--- config.mk ---
export PLATFORM = sky130hd
export DESIGN_NAME = uart_frame_decoder_flat
export DESIGN_NICKNAME = d
export VERILOG_FILES = /design/src/rtl/uart_frame_pkg.sv /design/src/rtl/uart_frame_decoder_if.sv /design/src/rtl/uart_frame_buffer.sv /design/src/rtl/uart_frame_decoder.sv /design/src/flat_wrapper.sv
export SDC_FILE = /design/constraint.sdc
export NUM_CORES = 1
export LEC_CHECK = 0
export ABC_AREA = 0
export CORE_ASPECT_RATIO = 1.1
export CORE_MARGIN = 2
export CORE_UTILIZATION = 35
export DETAILED_ROUTE_END_ITERATION = 10
export DONT_BUFFER_PORTS = 1
export RECOVER_POWER = 100
export SLEW_MARGIN = 20
export SYNTH_ARGS = -nofsm -noshare
export SYNTH_HDL_FRONTEND = slang
export SYNTH_SLANG_ARGS = --single-unit
--- constraint.sdc ---
create_clock -name clk_in -period 5.1 [get_ports clk_in]
set_clock_uncertainty 0.2 [all_clocks]
set_input_delay 1.02 -clock clk_in [delete_from_list [all_inputs] [get_ports clk_in]]
set_output_delay 1.02 -clock clk_in [all_outputs]
set_load 0.02 [all_outputs]
--- src/rtl/uart_frame_pkg.sv ---
`default_nettype none
// ============================================================================
//  Module      : uart_frame_pkg
//  Description : Shared constants and types for the UART frame decoder:
//                sync byte, FSM state encoding, error codes and a small
//                ceiling-division helper used for timeout sizing.
//  Revision    : 1.0  initial release
// ============================================================================
package uart_frame_pkg;

    localparam logic [7:0] SYNC_BYTE = 8'hA5;

    typedef enum logic [2:0] {
        HUNT    = 3'd0,
        CMD     = 3'd1,
        LEN     = 3'd2,
        PAYLOAD = 3'd3,
        CHECK   = 3'd4,
        HOLD    = 3'd5
    } state_t;

    typedef enum logic [1:0] {
        ERR_CHECKSUM = 2'd0,
        ERR_LENGTH   = 2'd1,
        ERR_TIMEOUT  = 2'd2,
        ERR_OVERRUN  = 2'd3
    } err_code_t;

    function automatic int ceil_div(input int a, input int b);
        return (a + b - 1) / b;
    endfunction

endpackage
`default_nettype wire

--- src/rtl/uart_frame_decoder_if.sv ---
`default_nettype none
// ============================================================================
//  Module      : uart_frame_decoder_if
//  Description : Bundles the decoder's byte input, held-frame handshake,
//                payload read port and error/status outputs.
//                slave  : decoder side
//                master : byte source / frame consumer side
//  Ports       : new_data_in, data_byte_in        - received byte + strobe
//                frame_valid_out/cmd/len, ack_in  - held frame handshake
//                rd_addr_in, rd_data_out          - payload read (1-cycle)
//                err_valid_out, err_code_out      - error strobe + code
//                busy_out                         - decoder not hunting
//  Revision    : 1.0  initial release
// ============================================================================
interface uart_frame_decoder_if #(
    parameter int MAX_PAYLOAD = 16
);
    localparam int LEN_W  = $clog2(MAX_PAYLOAD + 1);
    localparam int ADDR_W = (MAX_PAYLOAD > 1) ? $clog2(MAX_PAYLOAD) : 1;

    logic              new_data_in;
    logic [7:0]        data_byte_in;
    logic              frame_valid_out;
    logic [7:0]        frame_cmd_out;
    logic [LEN_W-1:0]  frame_len_out;
    logic              frame_ack_in;
    logic [ADDR_W-1:0] rd_addr_in;
    logic [7:0]        rd_data_out;
    logic              err_valid_out;
    logic [1:0]        err_code_out;
    logic              busy_out;

    modport slave (
        input  new_data_in, data_byte_in, frame_ack_in, rd_addr_in,
        output frame_valid_out, frame_cmd_out, frame_len_out, rd_data_out,
               err_valid_out, err_code_out, busy_out
    );

    modport master (
        output new_data_in, data_byte_in, frame_ack_in, rd_addr_in,
        input  frame_valid_out, frame_cmd_out, frame_len_out, rd_data_out,
               err_valid_out, err_code_out, busy_out
    );

endinterface
`default_nettype wire

--- src/rtl/uart_frame_buffer.sv ---
`default_nettype none
// ============================================================================
//  Module      : uart_frame_buffer
//  Description : DEPTH x 8 payload RAM, one write port and one registered
//                read port (1-cycle latency). Array contents are not reset,
//                only the read register, so the array maps onto RAM.
//  Ports       : clk_in, rst_n_in            - clock, async active-low reset
//                wr_en_in/wr_addr_in/wr_data_in - write port
//                rd_addr_in/rd_data_out      - registered read port
//  Revision    : 1.0  initial release
// ============================================================================
module uart_frame_buffer #(
    parameter int DEPTH  = 16,
    parameter int ADDR_W = 4
) (
    input  wire logic              clk_in,
    input  wire logic              rst_n_in,
    input  wire logic              wr_en_in,
    input  wire logic [ADDR_W-1:0] wr_addr_in,
    input  wire logic [7:0]        wr_data_in,
    input  wire logic [ADDR_W-1:0] rd_addr_in,
    output logic      [7:0]        rd_data_out
);

    logic [7:0] r_mem [DEPTH];
    logic [7:0] r_rd_data;

    always_ff @(posedge clk_in) begin
        if (wr_en_in) begin
            r_mem[wr_addr_in] <= wr_data_in;
        end
    end

    always_ff @(posedge clk_in or negedge rst_n_in) begin
        if (!rst_n_in) begin
            r_rd_data <= 8'h00;
        end else begin
            r_rd_data <= r_mem[rd_addr_in];
        end
    end

    assign rd_data_out = r_rd_data;

endmodule
`default_nettype wire

--- src/rtl/uart_frame_decoder.sv ---
`default_nettype none
// ============================================================================
//  Module      : uart_frame_decoder
//  Description : Delineates SYNC/CMD/LEN/payload/CHK frames from a UART byte
//                stream, buffers the payload and holds a validated frame
//                until acknowledged. Reports checksum, length, inter-byte
//                timeout and overrun errors as one-cycle strobes.
//  Ports       : clk_in   - system clock
//                rst_n_in - asynchronous active-low reset
//                bus      - uart_frame_decoder_if.slave (see interface)
//  Revision    : 1.0  initial release
// ============================================================================
module uart_frame_decoder
    import uart_frame_pkg::*;
#(
    parameter int INPUT_CLOCK_FREQ = 100_000_000,
    parameter int BAUD_RATE        = 9600,
    parameter int MAX_PAYLOAD      = 16,
    parameter int TIMEOUT_BYTES    = 4
) (
    input wire logic        clk_in,
    input wire logic        rst_n_in,
    uart_frame_decoder_if.slave bus
);

    localparam int c_len_w          = $clog2(MAX_PAYLOAD + 1);
    localparam int c_addr_w         = (MAX_PAYLOAD > 1) ? $clog2(MAX_PAYLOAD) : 1;
    // One character is 10 bit times (start + 8 data + stop).
    localparam int c_timeout_cycles = TIMEOUT_BYTES * 10 * ceil_div(INPUT_CLOCK_FREQ, BAUD_RATE);
    localparam int c_gap_w          = $clog2(c_timeout_cycles + 1);
    localparam logic [c_gap_w-1:0] c_gap_last = c_gap_w'(c_timeout_cycles - 1);
    localparam logic [8:0]         c_max_len  = 9'(MAX_PAYLOAD);

    state_t               r_state,       w_state_nxt;
    logic [7:0]           r_sum,         w_sum_nxt;
    logic [7:0]           r_cmd,         w_cmd_nxt;
    logic [c_len_w-1:0]   r_len,         w_len_nxt;
    logic [c_len_w-1:0]   r_idx,         w_idx_nxt;
    logic [c_gap_w-1:0]   r_gap,         w_gap_nxt;
    logic                 r_frame_valid, w_frame_valid_nxt;
    logic                 r_err_valid,   w_err_valid_nxt;
    err_code_t            r_err_code,    w_err_code_nxt;

    logic                 w_wr_en;
    logic                 w_counting;
    logic                 w_timeout;
    logic [7:0]           w_sum_add;
    logic [7:0]           w_rd_data;

    assign w_sum_add = r_sum + bus.data_byte_in;

    // ------------------------------------------------------------------
    // Next-state and datapath decode
    // ------------------------------------------------------------------
    always_comb begin
        w_state_nxt       = r_state;
        w_sum_nxt         = r_sum;
        w_cmd_nxt         = r_cmd;
        w_len_nxt         = r_len;
        w_idx_nxt         = r_idx;
        w_frame_valid_nxt = r_frame_valid;
        w_err_valid_nxt   = 1'b0;
        w_err_code_nxt    = r_err_code;
        w_wr_en           = 1'b0;

        // Gap counter runs only while a frame is being assembled; any byte
        // restarts it, and a byte arriving on the last count beats the timeout.
        w_counting = (r_state == CMD) || (r_state == LEN) ||
                     (r_state == PAYLOAD) || (r_state == CHECK);
        w_timeout  = w_counting && !bus.new_data_in && (r_gap == c_gap_last);
        w_gap_nxt  = (w_counting && !bus.new_data_in) ? r_gap + c_gap_w'(1)
                                                      : '0;

        if (w_timeout) begin
            w_state_nxt     = HUNT;
            w_err_valid_nxt = 1'b1;
            w_err_code_nxt  = ERR_TIMEOUT;
            w_gap_nxt       = '0;
        end else begin
            case (r_state)
                HUNT: begin
                    if (bus.new_data_in && (bus.data_byte_in == SYNC_BYTE)) begin
                        w_state_nxt = CMD;
                        w_sum_nxt   = 8'h00;
                    end
                end
                CMD: begin
                    if (bus.new_data_in) begin
                        w_cmd_nxt   = bus.data_byte_in;
                        w_sum_nxt   = w_sum_add;
                        w_state_nxt = LEN;
                    end
                end
                LEN: begin
                    if (bus.new_data_in) begin
                        if ((bus.data_byte_in == 8'h00) ||
                            ({1'b0, bus.data_byte_in} > c_max_len)) begin
                            w_state_nxt     = HUNT;
                            w_err_valid_nxt = 1'b1;
                            w_err_code_nxt  = ERR_LENGTH;
                        end else begin
                            w_len_nxt   = c_len_w'(bus.data_byte_in);
                            w_sum_nxt   = w_sum_add;
                            w_idx_nxt   = '0;
                            w_state_nxt = PAYLOAD;
                        end
                    end
                end
                PAYLOAD: begin
                    if (bus.new_data_in) begin
                        w_wr_en   = 1'b1;
                        w_sum_nxt = w_sum_add;
                        w_idx_nxt = r_idx + c_len_w'(1);
                        if (r_idx == (r_len - c_len_w'(1))) begin
                            w_state_nxt = CHECK;
                        end
                    end
                end
                CHECK: begin
                    if (bus.new_data_in) begin
                        // Sender sets CHK = -sum, so a good frame sums to zero.
                        if (w_sum_add == 8'h00) begin
                            w_state_nxt       = HOLD;
                            w_frame_valid_nxt = 1'b1;
                        end else begin
                            w_state_nxt     = HUNT;
                            w_err_valid_nxt = 1'b1;
                            w_err_code_nxt  = ERR_CHECKSUM;
                        end
                    end
                end
                HOLD: begin
                    // Bytes are never written in HOLD, so the buffer stays put;
                    // a byte together with the ack is dropped without complaint.
                    if (bus.frame_ack_in) begin
                        w_frame_valid_nxt = 1'b0;
                        w_state_nxt       = HUNT;
                    end else if (bus.new_data_in) begin
                        w_err_valid_nxt = 1'b1;
                        w_err_code_nxt  = ERR_OVERRUN;
                    end
                end
                default: begin
                    w_state_nxt = HUNT;
                end
            endcase
        end
    end

    // ------------------------------------------------------------------
    // State and output registers
    // ------------------------------------------------------------------
    always_ff @(posedge clk_in or negedge rst_n_in) begin
        if (!rst_n_in) begin
            r_state       <= HUNT;
            r_sum         <= 8'h00;
            r_cmd         <= 8'h00;
            r_len         <= '0;
            r_idx         <= '0;
            r_gap         <= '0;
            r_frame_valid <= 1'b0;
            r_err_valid   <= 1'b0;
            r_err_code    <= ERR_CHECKSUM;
        end else begin
            r_state       <= w_state_nxt;
            r_sum         <= w_sum_nxt;
            r_cmd         <= w_cmd_nxt;
            r_len         <= w_len_nxt;
            r_idx         <= w_idx_nxt;
            r_gap         <= w_gap_nxt;
            r_frame_valid <= w_frame_valid_nxt;
            r_err_valid   <= w_err_valid_nxt;
            r_err_code    <= w_err_code_nxt;
        end
    end

    uart_frame_buffer #(
        .DEPTH  (MAX_PAYLOAD),
        .ADDR_W (c_addr_w)
    ) u_buffer (
        .clk_in      (clk_in),
        .rst_n_in    (rst_n_in),
        .wr_en_in    (w_wr_en),
        .wr_addr_in  (c_addr_w'(r_idx)),
        .wr_data_in  (bus.data_byte_in),
        .rd_addr_in  (bus.rd_addr_in),
        .rd_data_out (w_rd_data)
    );

    assign bus.frame_valid_out = r_frame_valid;
    assign bus.frame_cmd_out   = r_cmd;
    assign bus.frame_len_out   = r_len;
    assign bus.rd_data_out     = w_rd_data;
    assign bus.err_valid_out   = r_err_valid;
    assign bus.err_code_out    = r_err_code;
    assign bus.busy_out        = (r_state != HUNT);

endmodule
`default_nettype wire

--- src/flat_wrapper.sv ---
// flat-port wrapper written by rule: the top's interface ports become plain ports
module uart_frame_decoder_flat import uart_frame_pkg::*;
#(
    parameter int INPUT_CLOCK_FREQ = 100_000_000,
    parameter int BAUD_RATE        = 9600,
    parameter int MAX_PAYLOAD      = 16,
    parameter int TIMEOUT_BYTES    = 4
)
  (clk_in, rst_n_in, bus_new_data_in, bus_data_byte_in, bus_frame_ack_in, bus_rd_addr_in, bus_frame_valid_out, bus_frame_cmd_out, bus_frame_len_out, bus_rd_data_out, bus_err_valid_out, bus_err_code_out, bus_busy_out);
  uart_frame_decoder_if #(.MAX_PAYLOAD(MAX_PAYLOAD)) bus_i ();
  input wire logic clk_in;
  input wire logic rst_n_in;
  input wire logic [$bits(bus_i.new_data_in)-1:0] bus_new_data_in;
  input wire logic [$bits(bus_i.data_byte_in)-1:0] bus_data_byte_in;
  input wire logic [$bits(bus_i.frame_ack_in)-1:0] bus_frame_ack_in;
  input wire logic [$bits(bus_i.rd_addr_in)-1:0] bus_rd_addr_in;
  output wire logic [$bits(bus_i.frame_valid_out)-1:0] bus_frame_valid_out;
  output wire logic [$bits(bus_i.frame_cmd_out)-1:0] bus_frame_cmd_out;
  output wire logic [$bits(bus_i.frame_len_out)-1:0] bus_frame_len_out;
  output wire logic [$bits(bus_i.rd_data_out)-1:0] bus_rd_data_out;
  output wire logic [$bits(bus_i.err_valid_out)-1:0] bus_err_valid_out;
  output wire logic [$bits(bus_i.err_code_out)-1:0] bus_err_code_out;
  output wire logic [$bits(bus_i.busy_out)-1:0] bus_busy_out;
  assign bus_i.new_data_in = bus_new_data_in;
  assign bus_i.data_byte_in = bus_data_byte_in;
  assign bus_i.frame_ack_in = bus_frame_ack_in;
  assign bus_i.rd_addr_in = bus_rd_addr_in;
  assign bus_frame_valid_out = bus_i.frame_valid_out;
  assign bus_frame_cmd_out = bus_i.frame_cmd_out;
  assign bus_frame_len_out = bus_i.frame_len_out;
  assign bus_rd_data_out = bus_i.rd_data_out;
  assign bus_err_valid_out = bus_i.err_valid_out;
  assign bus_err_code_out = bus_i.err_code_out;
  assign bus_busy_out = bus_i.busy_out;
  uart_frame_decoder #(.INPUT_CLOCK_FREQ(INPUT_CLOCK_FREQ), .BAUD_RATE(BAUD_RATE), .MAX_PAYLOAD(MAX_PAYLOAD), .TIMEOUT_BYTES(TIMEOUT_BYTES)) u_core (.clk_in(clk_in), .rst_n_in(rst_n_in), .bus(bus_i));
endmodule
Yosys cells after proc, flatten, opt, wreduce, memory -nomap -nowiden --
Memory sizes are Yosys's and may differ from the RTL's. A register that Yosys moved wholly into a read port is not among the register bits. Cells that the tools add are included.
Storage, ports and cells: register bits after elaboration 52, latch bits 0, memory bits (writable) 128, ROM bits 0, bits of input ports 16, output and inout port bits 26, word-level logic and storage cells 115, memories kept 1
Operators by class: add/subtract/negate cells 4, multipliers 0, divide/modulo/power cells 0, order comparisons 1, eq/ne operators 27, shifts and indexed selects 0, multiplexer cells 46, bitwise logic cells 2, reduce and logical (&&, ||, !) cells 25
Memories:
- u_core.u_buffer.r_mem | words 16, width 8, read ports 1, clocked after memory_dff 1, write ports 1, line uart_frame_buffer.sv:25 | logic [7:0] r_mem [DEPTH];
Operators with widths (count):
- two-way mux 19 bit | 2
- two-way mux 8 bit | 4
- != test 3 x 2 -> 1 bit (second input constant) | 10
- two-way mux 3 bit | 9
- one-hot mux 8 bit (3 select lines) | 1
- adder 19 x 1 -> 19 bit (second input constant) | 1
- equality test 19 bit (second input constant) | 1
- one-hot mux 3 bit (6 select lines) | 1
- zero test 8 bit | 2
- two-way mux 2 bit | 8
- two-way mux 5 bit | 3
- two-way mux 1 bit | 14
- AND reduction 7 bit | 2
- != test 2 bit (second input constant) | 6
- one-hot mux 5 bit (2 select lines) | 1
- AND reduction 5 bit | 2
- adder 8 bit | 1
- equality test 8 bit (second input constant) | 1
- greater-than comparator 8 x 5 -> 1 bit (second input constant) | 1
- equality test 3 x 2 -> 1 bit (second input constant) | 2
- equality test 3 bit (second input constant) | 2
- one-hot mux 2 bit (3 select lines) | 1
- AND reduction 6 bit | 1
- nonzero test 3 bit | 2
- 18 further kinds | 27

Depth between registers and ports, before layout --
Gate-level depths: netlist of run 1.
depth in word-level cells 9, gate-level depth with buffers 8, mapped depth without buffers 8

Cells and area by module --
A second synthesis of run 1 with hierarchy kept.
Unflattened totals: cell total of the unflattened synthesis 545, area, all modules 8206.6 um^2
Modules (own cells, without submodules):
- uart_frame_buffer | times used 1, cells an instance 229, area an instance 5187.5 um^2, sequential area each 4043.9 um^2
- uart_frame_decoder | times used 1, cells an instance 316, area an instance 3019.1 um^2, sequential area each 1301.2 um^2

Worst setup path before layout of run 1 --
OpenSTA, ideal clock, no wires.
path type input port to flip-flop, start point input port bus_data_byte_in[0], end point register u_core.r_err_valid, in the netlist u_core.bus.err_valid_out, library setup time 0.124 ns, data arrival time 2.821 ns, data required time 4.776 ns, path slack 1.955 ns, cell stages on the path 8, path buffers 0, cells stage by stage ha_1 > fa_1 > a211oi_2 > o21ba_2 > o221ai_1 > nor3_2 > nand2_2 > a211o_1
On the way: cells in the longest elaborated chain, start to end 6, elaborated cells between the ends (all ways) 11, classes of those cells add/sub: 1; order compare: 1; mux: 6; reduce/logical: 3
RTL lines:
- start: declaration | line flat_wrapper.sv:14 | input wire logic [$bits(bus_i.data_byte_in)-1:0] bus_data_byte_in;
- adder 8 bit, or another cell as far along | line uart_frame_decoder.sv:50 | assign w_sum_add = r_sum + bus.data_byte_in;
- zero test 8 bit / logical OR 1 bit (equally long branches) | line uart_frame_decoder.sv:122, uart_frame_decoder.sv:96
- two-way mux 1 bit, on equally long branches | line uart_frame_decoder.sv:122, uart_frame_decoder.sv:96
- two-way mux 1 bit, on equally long branches | line uart_frame_decoder.sv:120, uart_frame_decoder.sv:95
- one-hot mux 1 bit (3 select lines) * | line uart_frame_decoder.sv:80 | case (r_state)
- two-way mux 1 bit * | line uart_frame_decoder.sv:74 | if (w_timeout) begin
- net u_core.w_err_valid_nxt | line uart_frame_decoder.sv:41 | logic r_err_valid, w_err_valid_nxt;
- end signal: assignment | line uart_frame_decoder.sv:172 | r_err_valid <= w_err_valid_nxt;
- end: declaration | line uart_frame_decoder.sv:41
The timed path passes the listed nets; every way through them passes the cells marked *. A chain may end at the register's enable or synchronous reset.

Worst setup path after layout of run 1 --
start point register u_core.r_state[0], end point register u_core.r_cmd[6], in the netlist u_core.bus.frame_cmd_out[6]
On the way: cells in the longest elaborated chain, start to end 8, elaborated cells between the ends (all ways) 11, classes of those cells eq/ne: 4; bitwise: 1; reduce/logical: 6
RTL lines:
- start: declaration | line uart_frame_decoder.sv:34 | state_t r_state, w_state_nxt;
- start signal: assignment | line uart_frame_decoder.sv:165 | r_state <= w_state_nxt;
- equality test 3 x 1 -> 1 bit / equality test 3 x 2 -> 1 bit (equally long branches) | line uart_frame_decoder.sv:68, uart_frame_decoder.sv:80
- logical OR 1 bit (2 in a row) | line uart_frame_decoder.sv:68 | w_counting = (r_state == CMD) || (r_state == LEN) ||
- logical OR 1 bit | line uart_frame_decoder.sv:69 | (r_state == PAYLOAD) || (r_state == CHECK);
- logical AND 1 bit (2 in a row) | line uart_frame_decoder.sv:70 | w_timeout = w_counting && !bus.new_data_in && (r_gap == c_gap_last);
- NOT 1 bit (no source line)
- AND reduction 3 bit (no source line) *
- end signal: assignment | line uart_frame_decoder.sv:167 | r_cmd <= w_cmd_nxt;
- end: declaration | line uart_frame_decoder.sv:36 | logic [7:0] r_cmd, w_cmd_nxt;
Mark *: on every way between the ends. The rest lies on a longest branch, timed or not.

==> impl_metrics.csv, run 1 <==
group,metric,value,unit
synthesis,async_reset_ff_share,31.9,%
job,drv_cap,1,
detailed_routing,viasPerCell,5.24,
synthesis,yosysTopAreaCell,"edfxtp_1",
place,gp_congestion,0.806,
run_status,status,"finished, violations left",
synthesis,synth_compound_area_share,5.67,%
timing,slew_headroom,-39.4,%
timing,hold_viol,0,
detailed_routing,vias,4417,
floorplan,start_util,35.9,%
grt,grt_pass1_wl,27000,µm
synthesis,synth_fa_ha_area_share,2.21,%
power_and_ir_drop,intPower,0.00275,W
critical_path,r2r_cells,3,
critical_path,criticalPathCategory,"flip-flop to flip-flop",
cells_and_area,post-route-util,39.1,%
critical_path,r2r_start,"u_core.r_state[0]",
clock_tree,cts_tree,"yes",
critical_path,start_kind,"flip-flop",
clock_tree,cts_resized,0,
cells_and_area,drive_gt1_share,17.1,%
place,dp_hpwl,11300,µm
power_and_ir_drop,p_total,0.00393,W
critical_path,critPathMaxFanout,12,
power_and_ir_drop,switching_share,30.0,%
synthesis,synth_xor_area_share,2.86,%
critical_path,r2r_setup_slack,1.86,ns
synthesis,synth_cell_types,73,
synthesis,syn_avg_cell_area,15.7,µm²
synthesis,seq_area_frac_synth,64.7,%
grt,grt_antenna_before_repair,0,
detailed_routing,detail_route.wl_per_cell,20.5,µm
timing,worst_pin_slew,2.06,ns
synthesis,synth_top_family_by_area,"multiplexers",
synthesis,ys_ff_latch,188,
timing,rsz0062_at_grt,"no",
cells_and_area,diodes,0,
critical_path,endpoint_kind,"flip-flop",
synthesis,synth_nets,556,
detailed_routing,drt_iter0_drc,245,
timing,slew_viol_final,10,
power_and_ir_drop,pwr-share-clk,31.9,%
cells_and_area,postLayoutCellArea,9000,µm²
clock_tree,postCtsSetupBuffers,0,
clock_tree,numCtsBuffers,17,
detailed_routing,drc,0,
run_status,violations,"max-capacitance violations, max-slew violations",
synthesis,synth_edf_count,128,
floorplan,fp.dieW,150,µm
critical_path,r2r_end,"u_core.bus.frame_cmd_out[6]",
floorplan,core_region_area,23000,µm²
clock_tree,cts_hold_buf,0,
synthesis,yosys-top-cells-area,"edfxtp_1, dfrtp_1, mux4_2",
place,place_ws,1.77,ns
clock_tree,clk_pin_slew_worst_paths,0.07,ns
detailed_routing,drt.antenna.violating_nets,0,
critical_path,cp.arrival,3.35,ns
detailed_routing,routed_wl,17300,µm
synthesis,synth_simple_gate_area_share,10.2,%
grt,grt_pass1_vias,4668,
floorplan,fp.dieH,165,µm
floorplan,pin_count,42,
clock_tree,clock-sinks,188,
power_and_ir_drop,power.switching,0.00118,W
timing,clock.fmax,0.309,GHz
floorplan,die_area,24800,µm²
power_and_ir_drop,pwr-share-seq,50.6,%
grt,grt_max_degree,61,
clock_tree,cts.path.max_buffers,2,
clock_tree,h-tree-depth,4,
critical_path,worst_ep_required_time,5.21,ns
cells_and_area,syn_to_final_growth,8.98,%
cells_and_area,nets,560,
power_and_ir_drop,p_leak,3.06,nW
clock_tree,clockRootBuffer,"clkbuf_16",
timing,setup_ws,1.86,ns
timing,setup_viol,0,
synthesis,synthCells,526,
place,numPortBuffers,0,
grt,overflow,0,
synthesis,yosysTopAreaCellShare,46.5,%
timing,tns,0,ns
grt,grt_usage,15.0,%
detailed_routing,drt_pass1_iterations,5,
cells_and_area,layout_commonest_cell,"edfxtp_1",
worst_hold_path,holdCritPathClass,"input pin to asynchronous set/reset pin",
clock_tree,clkLatencyLatePin,0.43,ns
place,placed_cell_area,8550,µm²
synthesis,synthMuxAreaShare,12.4,%
power_and_ir_drop,ir_drop,0.000225,V
synthesis,ys_warn_count,0,
cells_and_area,mostFrequentLayoutCells,"edfxtp_1, dfrtp_1, nor2_1, mux4_2, nand2_1",
power_and_ir_drop,power_density,436,nW/µm²
timing,fin_crit_sh,63.4,%
floorplan,row_count,58,
power_and_ir_drop,combPwrFrac,17.5,%
timing,period_minus_slack,3.24,ns
synthesis,ys.flop_type,"edfxtp_1",
synthesis,synthesis.area,8260,µm²
-- state kept, by name (all words and copies together), names as in the netlist --
register                     count
u_core.r_sum                     8
u_core.r_idx                     5
u_core.u_buffer.rd_data_out      8
u_core.r_state                   3
u_core.bus.err_code_out          2
u_core.bus.frame_valid_out       1
u_core.bus.err_valid_out         1
u_core.bus.frame_len_out         5
u_core.bus.frame_cmd_out         8
u_core.r_gap                    19
u_core.u_buffer.r_mem          128
-- layer usage --
metal / GRT usage, % / share of wire (%)
met3: 4.31 / 7.2
met1: 18.6 / 40
met4: 5.96 / 1.3
met2: 24.8 / 51
met5: 0 / 0
-- synthesized netlist by cell type, drive strengths merged (2+ instances only) --
cell type / instances
o41ai: 2
xnor2: 18
o31ai: 3
a21oi: 8
mux2: 10
nor2: 50
nand3: 11
clkbuf: 2
nand2: 38
and4bb: 2
mux4: 40
nor3: 16
nor4b: 7
a211oi: 5
ha: 13
nor3b: 5
nand2b: 7
inv: 12
and3: 4
o21ba: 2
nor4: 3
o21ai: 18
o21a: 3
xor2: 9
a211o: 3
and2b: 3
nand4: 3
buf: 16
and2: 4
edfxtp: 128
dfrtp: 60
-- cells by family (layout without fill, tap and decap cells) --
kind of cell             count (synthesis)  after routing
XOR/XNOR                                27             27
multiplexers                            51             51
AO/OA/AOI/OAI                           57             57
AND/OR/NAND/NOR                        159            159
buffers and inverters                   30             47
flip-flops                             188            188
adder cells (fa/ha/maj)                 14             14
-- worst max-delay path by stage --
stage / startpoint / end / cells after the start
4_1_cts: u_core.r_state[2] / u_core.u_buffer.r_mem[4][3] / 5
3_5_place_dp: bus_data_byte_in[0] / u_core.bus.err_valid_out / 8
6_report: u_core.r_state[0] / u_core.bus.frame_cmd_out[6] / 3
3_3_place_gp: bus_data_byte_in[0] / u_core.bus.err_valid_out / 8
2_1_floorplan: bus_data_byte_in[0] / u_core.bus.err_valid_out / 8
5_1_grt: u_core.r_state[0] / u_core.bus.frame_cmd_out[0] / 3
-- power groups by stage --
stage | registers (W) | clock network, W | logic (W)
final | 0.00199 | 0.00125 | 0.000687
after global routing | 0.00201 | 0.00133 | 0.000773
after CTS | 0.00200 | 0.00128 | 0.000727
after detailed placement | 0.00203 | 0 | 0.000723
after global placement | 0.00203 | 0 | 0.000703
after floorplan | 0.00194 | 0 | 0.000679
-- area by class of cell --
class / count / area, µm²
timing repair buffer: 3 / 11.3
sequential: 188 / 5350
inverter: 12 / 45.0
tap: 300 / 375
clock inverter: 13 / 115
fill: 2111 / 14000
multi-input combinational: 308 / 2680
clock buffer: 19 / 433
-- critical path, cell delays in order (launching register included) --
cell,delay (ns)
dfrtp_1,0.58
inv_1,0.19
nor4b_1,1.70
mux2_2,0.45
-- per-stage QoR --
| stage | hold WS [ns] | cells |
|---|---|---|
| floorplan | 0.250 | 526 |
| global placement | 0.276 | 811 |
| detailed placement | 0.283 | 811 |
| CTS | 0.0553 | 843 |
| global route | 0.0544 | 843 |
| finish | 0.0822 | 843 |
No activity file was read; power rests on OpenSTA's default activity.
==> run 2, diff against run 1 <==
==> constraint.sdc (replaced) <==
create_clock -name clk_in -period 3.2 [get_ports clk_in]
set_clock_uncertainty 0.2 [all_clocks]
set_input_delay 0.64 -clock clk_in [delete_from_list [all_inputs] [get_ports clk_in]]
set_output_delay 0.64 -clock clk_in [all_outputs]
set_load 0.02 [all_outputs]
==> run 2 against run 1 <==
Net effect: the run still ends with max-capacitance violations, max-slew violations left; flip-flop and latch count stayed put; critical endpoint is now u_core.bus.err_valid_out; sequential share of layout area is 0.94 points lower; global-route usage is 0.56 points lower; final cell count is 1.9% higher; worst hold slack better by 0.029 ns; non-clock buffer count is 16 higher; highest routed layer unchanged.
==> impl_metrics.csv, run 2 (synthesis results as in run 1) <==
group,metric,value,unit
cells_and_area,post-route-util,39.8,%
worst_hold_path,holdCritPathClass,"input pin to flip-flop",
critical_path,worst_ep_required_time,3.32,ns
detailed_routing,drt.antenna.violating_nets,0,
critical_path,start_kind,"flip-flop",
cells_and_area,final_cells,859,
detailed_routing,routed_wl,16800,µm
timing,fin_crit_sh,87.3,%
timing,clock.fmax,0.358,GHz
timing,setup_viol,0,
timing,slew_headroom,-4.83,%
clock_tree,numCtsBuffers,17,
clock_tree,h-tree-depth,4,
detailed_routing,drc,0,
critical_path,r2r_cells,8,
critical_path,critPathMaxFanout,4,
power_and_ir_drop,p_leak,3.13,nW
power_and_ir_drop,ir_drop,0.000388,V
cells_and_area,diodes,0,
grt,overflow,0,
critical_path,critPathTopFamily,"compound AO/OA/AOI/OAI gates",
cells_and_area,n_fill_cell,2075,
grt,grt_pass1_wl,26600,µm
detailed_routing,drt_iter0_drc,214,
clock_tree,cts.path.max_buffers,2,
floorplan,start_util,35.9,%
timing,tns,0,ns
critical_path,cp.arrival,2.91,ns
place,gp_congestion,0.836,
critical_path,cpMaxStageDelayCell,"fa_1",
clock_tree,cts_tree,"yes",
place,dp.cells,825,
grt,grt_antenna_before_repair,0,
timing,hold_viol,0,
place,placed_cell_area,8650,µm²
cells_and_area,largest_register_ffs,128,
cells_and_area,drive_gt1_share,19.1,%
clock_tree,clockRootBuffer,"clkbuf_16",
critical_path,endpoint_kind,"flip-flop",
cells_and_area,top_regs,"u_core.u_buffer.r_mem (128), u_core.r_gap (19)",
detailed_routing,vias,4486,
timing,rsz0062_at_grt,"no",
place,numPortBuffers,0,
cells_and_area,regMostFlops,"u_core.u_buffer.r_mem",
cells_and_area,layout_commonest_cell,"edfxtp_1",
power_and_ir_drop,power_density,689,nW/µm²
place,dp_hpwl,11300,µm
detailed_routing,detail_route.wl_per_cell,19.5,µm
grt,grt_pass1_vias,4679,
detailed_routing,viasPerCell,5.22,
cells_and_area,mostFrequentLayoutCells,"edfxtp_1, dfrtp_1, nor2_1, mux4_2, nand2_1",
run_status,violations,"max-capacitance violations, max-slew violations",
cells_and_area,syn_to_final_growth,10.7,%
worst_hold_path,hold_path_depth,0,
critical_path,crit_cells,8,
floorplan,pin_count,42,
floorplan,die_area,24800,µm²
timing,worst_pin_slew,1.57,ns
clock_tree,postCtsSetupBuffers,0,
timing,slew_viol_final,61,
clock_tree,clkLatencyLatePin,0.43,ns
detailed_routing,drt_pass1_iterations,4,
critical_path,max_stage_delay,0.42,ns
cells_and_area,postLayoutCellArea,9150,µm²
grt,grt_max_degree,61,
run_status,status,"finished, violations left",
job,drv_cap,1,
clock_tree,clock-sinks,188,
floorplan,core_region_area,23000,µm²
critical_path,critPathBufInv,0,
floorplan,fp.dieW,150,µm
floorplan,row_count,58,
clock_tree,clk_pin_slew_worst_paths,0.07,ns
critical_path,r2r_setup_slack,0.41,ns
timing,period_minus_slack,2.79,ns
cells_and_area,nets,576,
critical_path,criticalPathCategory,"flip-flop to flip-flop",
grt,grt_usage,14.4,%
critical_path,crit_chain,"ha_1 -> fa_1 -> a211oi_1 -> o21ba_2 -> o221ai_1 -> nor3_2 -> nand2_2 -> a211o_1",
floorplan,fp.dieH,165,µm
-- run 2: layer usage --
metal  routed length [µm]  track usage [%]
met1                 6970             18.2
met2                 8720             24.9
met3                 1050             4.09
met4                   43             2.92
met5                    0                0
-- run 2: timing repair --
| action | 4_1_cts | 5_1_grt |
|---|---|---|
| hold buffers | 2 | 0 |
| gates resized for setup | 0 | 0 |
| endpoints found under the hold margin | 60 | 0 |
-- run 2: path summary, 6_finish.rpt --
kind,startpoint,endpoint
setup / recovery,u_core.r_sum[0],u_core.bus.err_valid_out
hold / removal,bus_data_byte_in[2],u_core.u_buffer.r_mem[3][2]
setup reg to reg,u_core.r_sum[0],u_core.bus.err_valid_out
hold reg to reg,u_core.r_gap[0],u_core.r_gap[0]
max in group asynchronous,rst_n_in,u_core.r_state[1]
min in group asynchronous,rst_n_in,u_core.u_buffer.rd_data_out[3]
-- run 2: area by class of cell --
class	count	area (µm²)	area share [%]
Clock inverter	14	138	1.50
Timing Repair Buffer	19	101	1.11
Inverter	12	45.0	0.492
Clock buffer	18	429	4.69
Sequential cell	188	5350	58.4
Multi-Input combinational cell	308	2710	29.7
Tap cell	300	375	4.10
-- run 2: metrics by stage --
step / setup WS (ns) / hold WS [ns] / total power (W)
after floorplan: 0.435 / 0.144 / 0.00417
after global placement: 0.311 / 0.147 / 0.00434
after detailed placement: 0.254 / 0.148 / 0.00439
after CTS: 0.522 / 0.0962 / 0.00641
after global routing: 0.175 / 0.0828 / 0.00663
final: 0.408 / 0.111 / 0.00630
-- run 2: power by group --
group | switching, W | leakage [nW] | internal, W
Combinational | 0.000620 | 0.929 | 0.000510
Clock | 0.000916 | 0.276 | 0.00109
Sequential | 0.000362 | 1.92 | 0.00280
